--- config.mk ---
export PLATFORM = sky130hd
export DESIGN_NAME = life_engine_seq
export DESIGN_NICKNAME = d
export VERILOG_FILES = /design/src/rtl/life_engine_seq.sv
export SDC_FILE = /design/constraint.sdc
export NUM_CORES = 2
export LEC_CHECK = 0
export ABC_AREA = 0
export CAP_MARGIN = 30
export CORE_ASPECT_RATIO = 1.75
export CORE_MARGIN = 4
export CORE_UTILIZATION = 35
export DETAILED_ROUTE_END_ITERATION = 10
export PLACE_DENSITY = 0.62
export SLEW_MARGIN = 25
export SYNTH_ARGS = -nofsm -noshare
export SYNTH_HDL_FRONTEND = slang
export SYNTH_SLANG_ARGS = --single-unit
--- constraint.sdc ---
create_clock -name clk_i -period 42.8 [get_ports clk_i]
set_clock_uncertainty 0.2 [all_clocks]
set_input_delay 6.42 -clock clk_i [delete_from_list [all_inputs] [get_ports clk_i]]
set_output_delay 6.42 -clock clk_i [all_outputs]
set_load 0.01 [all_outputs]
--- src/rtl/life_engine_seq.sv ---
// Row-sequential Game of Life engine: loads N rows, computes one row per cycle into a shadow, commits all at once.
// Latency: N+1 cycles from an accepted step to the state_o update; gen_done_o pulses the cycle after that.
// Backpressure: load_ready_o is low while a generation is in flight; step/run/load are ignored then.
module life_engine_seq #(
    parameter int M       = 16,
    parameter int N       = 16,
    parameter bit WRAP    = 1'b1,
    parameter bit HALT_EN = 1'b1,
    parameter int GEN_W   = 16
) (
    input  logic             clk_i,
    input  logic             reset_i,
    input  logic             load_valid_i,
    input  logic [M-1:0]     load_row_i,
    output logic             load_ready_o,
    input  logic             step_i,
    input  logic             run_i,
    output logic             busy_o,
    output logic             gen_done_o,
    output logic [GEN_W-1:0] gen_count_o,
    output logic             still_o,
    output logic             extinct_o,
    output logic [N*M-1:0]   state_o
);

    localparam int            PW   = $clog2(N);
    localparam logic [PW-1:0] LAST = PW'(N - 1);

    typedef enum logic [1:0] {IDLE, LOAD, COMPUTE, COMMIT} fsm_t;
    fsm_t cur_st, nxt_st;

    logic [N-1:0][M-1:0] grid, shadow;
    logic [PW-1:0]       ptr, ptr_up, ptr_dn;
    logic [M-1:0]        row_up, row_mid, row_dn, row_nxt;
    logic [M-1:0]        up_l, up_r, mid_l, mid_r, dn_l, dn_r;
    logic                load_acc, last_row, halted, start;
    logic                new_still, new_extinct, run_cont;

    assign load_ready_o = (cur_st == IDLE) || (cur_st == LOAD);
    assign busy_o       = (cur_st == COMPUTE) || (cur_st == COMMIT);
    assign load_acc     = load_valid_i && load_ready_o;
    assign last_row     = (ptr == LAST);
    assign state_o      = grid;

    // Once a run has halted, holding run_i does not restart it; a load or a step is needed.
    assign halted      = HALT_EN && (still_o || extinct_o);
    assign start       = step_i || (run_i && !halted);
    assign new_still   = (shadow == grid);
    assign new_extinct = (shadow == '0);
    assign run_cont    = run_i && !(HALT_EN && (new_still || new_extinct));

    assign ptr_up  = (ptr == '0) ? LAST : ptr - 1'b1;
    assign ptr_dn  = last_row ? '0 : ptr + 1'b1;
    assign row_mid = grid[ptr];
    assign row_up  = (!WRAP && ptr == '0) ? '0 : grid[ptr_up];
    assign row_dn  = (!WRAP && last_row) ? '0 : grid[ptr_dn];

    // Bit x of *_l holds column x-1, bit x of *_r holds column x+1.
    assign up_l  = {row_up[M-2:0], WRAP ? row_up[M-1] : 1'b0};
    assign up_r  = {WRAP ? row_up[0] : 1'b0, row_up[M-1:1]};
    assign mid_l = {row_mid[M-2:0], WRAP ? row_mid[M-1] : 1'b0};
    assign mid_r = {WRAP ? row_mid[0] : 1'b0, row_mid[M-1:1]};
    assign dn_l  = {row_dn[M-2:0], WRAP ? row_dn[M-1] : 1'b0};
    assign dn_r  = {WRAP ? row_dn[0] : 1'b0, row_dn[M-1:1]};

    for (genvar x = 0; x < M; x++) begin : g_cell
        logic [3:0] cnt;
        assign cnt = 4'(up_l[x])  + 4'(row_up[x]) + 4'(up_r[x]) +
                     4'(mid_l[x]) + 4'(mid_r[x]) +
                     4'(dn_l[x])  + 4'(row_dn[x]) + 4'(dn_r[x]);
        assign row_nxt[x] = (cnt == 4'd3) || (row_mid[x] && cnt == 4'd2);
    end

    always_comb begin
        nxt_st = cur_st;
        case (cur_st)
            IDLE: begin
                if (load_acc)   nxt_st = LOAD;
                else if (start) nxt_st = COMPUTE;
            end
            LOAD:    if (load_acc && last_row) nxt_st = IDLE;
            COMPUTE: if (last_row) nxt_st = COMMIT;
            COMMIT:  nxt_st = run_cont ? COMPUTE : IDLE;
            default: nxt_st = IDLE;
        endcase
    end

    always_ff @(posedge clk_i or posedge reset_i) begin
        if (reset_i) begin
            cur_st      <= IDLE;
            ptr         <= '0;
            grid        <= '0;
            shadow      <= '0;
            gen_count_o <= '0;
            still_o     <= 1'b0;
            extinct_o   <= 1'b0;
            gen_done_o  <= 1'b0;
        end else begin
            cur_st     <= nxt_st;
            gen_done_o <= (cur_st == COMMIT);
            case (cur_st)
                IDLE, LOAD: begin
                    if (load_acc) begin
                        grid[ptr] <= load_row_i;
                        ptr       <= ptr_dn;
                        if (last_row) begin
                            gen_count_o <= '0;
                            still_o     <= 1'b0;
                            extinct_o   <= 1'b0;
                        end
                    end
                end
                COMPUTE: begin
                    shadow[ptr] <= row_nxt;
                    ptr         <= ptr_dn;
                end
                COMMIT: begin
                    grid        <= shadow;
                    gen_count_o <= gen_count_o + 1'b1;
                    still_o     <= new_still;
                    extinct_o   <= new_extinct;
                end
                default: ;
            endcase
        end
    end

endmodule

# Word-level counts from Yosys, hierarchy flattened
# Index checks and enable logic that the tools add are counted.
# W data, S select, Z words.
[totals]
reg_bits = 537
output_inout_bits = 277
elab_cells = 282
[classes]
n_addsub = 115
magnitude_cmp = 4
n_eq_ne = 42
n_mux = 29
n_reduce_logical = 54
[op_table]
columns = ["cell", "n"]
rows = [
  ["$bwmux W256", 2],
  ["$pmux W256 S2", 1],
  ["$add A4 B1 Y4", 64],
  ["$eq A256 B256 Y1", 1],
  ["$logic_not A256 Y1", 1],
  ["$mux W256", 1],
  ["$bmux W16 S4", 3],
  ["$eq A4 B2 Y1 const B", 32],
  ["$mux W16", 6],
  ["$add A3 B1 Y4", 16],
  ["$demux W16 S4", 1],
  ["$add A2 B1 Y3", 16],
  ["$add A1 B1 Y2", 16],
  ["$pmux W16 S2", 1],
  ["$logic_and A1 B1 Y1", 21],
  ["$logic_or A1 B1 Y1", 21],
  ["$add A16 B1 Y16 const B", 1],
  ["$lt A4 B5 Y1 const B", 3],
  ["$mux W4", 3],
  ["$mux W2", 5],
  ["$pmux W2 S4", 1],
  ["$pmux W4 S2", 1],
  ["$ne A2 B2 Y1 const B", 3],
  ["$reduce_and A3 Y1", 2],
  ["other kinds (16)", 22],
]

# Longest topological paths before layout
[depth]
depth_word = 15
ltp_mapped = 28

# Worst setup path before layout
# No wires, ideal clock.
[synth_path]
kind = "in2reg"
startpoint = "in load_valid_i"
endpoint = "reg grid (netlist bit state_o[160])"
arrival_time_ns = 7.983
t_required_ns = 42.467
path_slack_ns = 34.484
path_stages = 7
path_buffers = 3
path_cell_list = "nor2b_1 > clkbuf_1 > and3_1 > clkbuf_1 > clkbuf_1 > mux2i_1 > o21ai_0"
[synth_via]
elab_chain_len = 3
[synth_rtl]
columns = ["item", "line", "rtl"]
rows = [
  ["from (decl)", "13", "input logic load_valid_i,"],
  ["$logic_and A1 B1 Y1", "41", "assign load_acc = load_valid_i && load_ready_o;"],
  ["$ne A2 B2 Y1 (no line)", "--", ""],
  ["$reduce_and A2 Y1 (no line)", "--", ""],
  ["to (signal, indexed assignment)", "104", "grid[ptr] <= load_row_i;"],
  ["to (signal assigned)", "118", "grid <= shadow;"],
  ["to (decl)", "32", "logic [N-1:0][M-1:0] grid, shadow;"],
]
# No other way between the ends.
# A chain may end at the register's enable or synchronous reset.

==> results.md <==
- CTS tree: built
- Post-Route M1 WL: 73860 um
- Req. time, crit path: 43.40 ns
- Top Family by Delay on Critical Path: buffers and inverters
- Status: complete, but fails checks
- Uppermost layer routed: met5
- # Post-CTS Setup Buffers: 0
- Routed wire length on met3: 25470 um
- Path class of the lowest-slack min-delay path: register to register
- Initial standard-cell utilization of the core: 35.40%
- CTS Buffer Depth: 3
- Transition time at the pin with the least slew margin: 1.186 ns
- Largest incremental delay on the critical path: 0.66 ns
- Crit. path cell count: 6
- Clock latency reported for the late side of the worst-skew pair: 0.67 ns
- Reg-to-reg critical path endpoint: shadow[98]$_DFFE_PP0P_
- Via-to-Cell Ratio: 6.820
- Maximum number of pins on one net before global-route repair: 117
- Post-Syn Area per Cell: 10.03 um2
- Signed area change from the synthesized netlist to the final layout: 20.82%
- Ratio of cells with drive above 1 in the final layout: 14.23%
- Cell variety after synth: 63
- Max_cap viols: 0
- Site row count: 151
- Root buffer cell: clkbuf_16
- Flip-flop and latch count after synthesis: 537
- H-tree levels: 2
- Synth warn: 0
- I/O Buffers: 297
- Critical path type: input port to asynchronous set/reset pin
- Launching element type of the critical path: input port
- Top cells by count, synth: 640 x nand2_1, 537 x dfrtp_1, 362 x o21ai_0, 200 x clkbuf_1, 198 x mux4_2
- Number of global-route vias before repair: 32.05k
- Fmax: 109.7 MHz
- Storage cell area: 13440 um2
- Worst path most repeated cell: buf_6
- Number of enable flip-flop cells after synthesis: 0
- Cell count after synthesis: 3429
- GRT Residual Overflow: 0
- Final setup viols: 0
- Remaining design rule violation count: 2
- Buffer and inverter count on the worst path: 6
- Post-DP HPWL: 166900 um
- Worst-path maximum fanout: 98
- Number of pins with negative max-slew slack in the final report: 0
- Total I/O pin count: 298
- Failing checks: design-rule violations
- Wire per inst: 45.32 um
- Global-route wire length before repair: 301800 um
- Cell-by-cell trace of the critical path: clkdlybuf4s50_1, inv_8, buf_6, buf_6, buf_4, buf_16
- Synthesized area: 34380 um2
- Slowest cell on crit path: buf_6
- Count of vias placed by the detailed router: 34.31k
- Count of clock tree sinks: 537
- Final hold violations: 0
- Antenna violations before repair: 26
- Cts bufs inserted: 52
- Placeable core area: 97110 um2
- Main area contributors after synthesis: dfrtp_1 39%, mux4_2 13%, nand2_1 7.0%
- Cells resized by post-CTS repair: 0
- Count of routing violations after the opening detailed-route iteration: 5951
- Post-cts hold buffer count: 0
- Net count of the mapped netlist: 3560
- Overall die area: 103500 um2
- Number of iterations in the first detailed-routing pass: 10
- Arrival time at the worst endpoint: 9.71 ns
- Flop-to-flop setup slack: 34.65 ns
- Async set-reset flop share out of synthesis: 100.0%
- Reg-to-reg startpoint: ptr[0]$_DFFE_PP0P_
- Antenna viol nets, final: 0
- Filler Cell Count: 9488
- Placer Congestion: 1.123
- GRT Total Usage: 43.42%
- Number of nets in the layout: 3792
- Dominant synthesized flop cell: dfrtp_1
- Worst r2r path cells: 18
- Clock-pin slew reported for the worst setup and hold paths after clock tree synthesis: 0.07 ns
- End of the critical path: state_o[145]$_DFFE_PP0P_
- Wire length on met2: 95100 um
- RSZ-0062 raised after global routing: false
- Synth top area share: 39.09%
- Critical path capture point type: asynchronous set/reset pin
- Overall die height: 422.6 um
- Sequential cell area fraction in the yosys report: 39.09%
- Total negative slack: 0 ns
- Most frequent cell after synthesis: nand2_1
- Post-synthesis cell type with the largest combined area: dfrtp_1
- Worst max-slew margin expressed relative to the limit: 20.96%
- Critical path origin: reset_i
- Die outline width: 244.9 um
- Multi-input logic area: 19810 um2
- DRT Wirelength: 228000 um
- Final worst path period need: 9.113 ns
- Share of the cycle needed by the critical path after routing: 21.29%
[worst min-delay path by stage]
stage / endpoint / from / cells past startpoint
after floorplan: state_o[18]$_DFFE_PP0P_ / shadow[18]$_DFFE_PP0P_ / 2
after global placement: gen_count_o[6]$_DFFE_PP0P_ / gen_count_o[6]$_DFFE_PP0P_ / 1
after detailed placement: gen_count_o[6]$_DFFE_PP0P_ / gen_count_o[6]$_DFFE_PP0P_ / 1
after CTS: gen_count_o[6]$_DFFE_PP0P_ / gen_count_o[6]$_DFFE_PP0P_ / 1
after global routing: gen_count_o[6]$_DFFE_PP0P_ / gen_count_o[6]$_DFFE_PP0P_ / 1
final: gen_count_o[6]$_DFFE_PP0P_ / gen_count_o[6]$_DFFE_PP0P_ / 1
[cell usage in the layout, fill, tap and decap left out, types with 11 or more instances in the layout]
cell type / count
nand3_1: 21
a21oi_1: 74
a211oi_1: 36
bufinv_16: 11
clkbuf_16: 52
nand2b_1: 12
mux2i_1: 82
inv_1: 109
diode_2: 27
mux4_2: 198
fa_1: 53
o21ai_1: 42
nor2_1: 59
nand2_1: 639
a221oi_1: 17
and3_1: 17
nor4_1: 105
xor2_1: 129
clkbuf_8: 15
nand4_1: 60
o21ai_0: 356
xnor2_1: 102
o31ai_2: 23
o31ai_1: 57
a22oi_1: 179
dfrtp_1: 535
clkdlybuf4s50_1: 297
buf_4: 107
and2_1: 42
ha_1: 56
[sequential cells by signal (all words and copies together), names as in the netlist]
signal and flops:
shadow 256, state_o 256, extinct_o 1, gen_done_o 1, gen_count_o 16, still_o 1, ptr 4, cur_st 2
[cells by family after synthesis]
logic type | Yosys count | share of synthesized area, %
and+or+nand+nor | 999 | 13.02
AOI/OAI and AO/OA | 886 | 16.53
DFF | 537 | 39.09
buffers and inverters | 363 | 4.284
muxes | 292 | 15.75
xor gates and xnor gates | 242 | 6.166
adders and majority gates | 110 | 5.161
[layout make-up]
type / instances / area share [%]
Antenna cell: 27 / 0.1627
Inverter: 111 / 1.039
Sequential cell: 537 / 32.37
Clock inverter: 25 / 1.178
Multi-Input combinational cell: 2529 / 47.69
Tap cell: 1300 / 3.916
Clock buffer: 72 / 3.675
Timing Repair Buffer: 430 / 9.971
[stage by stage]
stage | hold WS (ns) | instance area (um2) | util [%] | worst slack, ns | instances
2_1_floorplan | 0.2722 | 34380 | - | 21.17 | 3429
3_3_place_gp | 0.2881 | 38940 | 40.10 | 32.07 | 4882
3_5_place_dp | 0.2775 | 39170 | 40.33 | 32.39 | 4896
4_1_cts | 0.3007 | 41180 | 42.41 | 33.05 | 4993
5_1_grt | 0.3210 | 41470 | 42.70 | 33.31 | 5005
6_report | 0.2933 | 41530 | 42.77 | 33.69 | 5031
[layer usage]
layer,vias up,track usage [%]
li1,13038,-
met5,-,0
met4,12,44.70
met1,16903,49.09
met2,3234,62.64
met3,1126,13.52
Power is left out: the tool's default activity adds up to more than one toggle a clock period on the data nets, which glitch-free logic cannot reach.
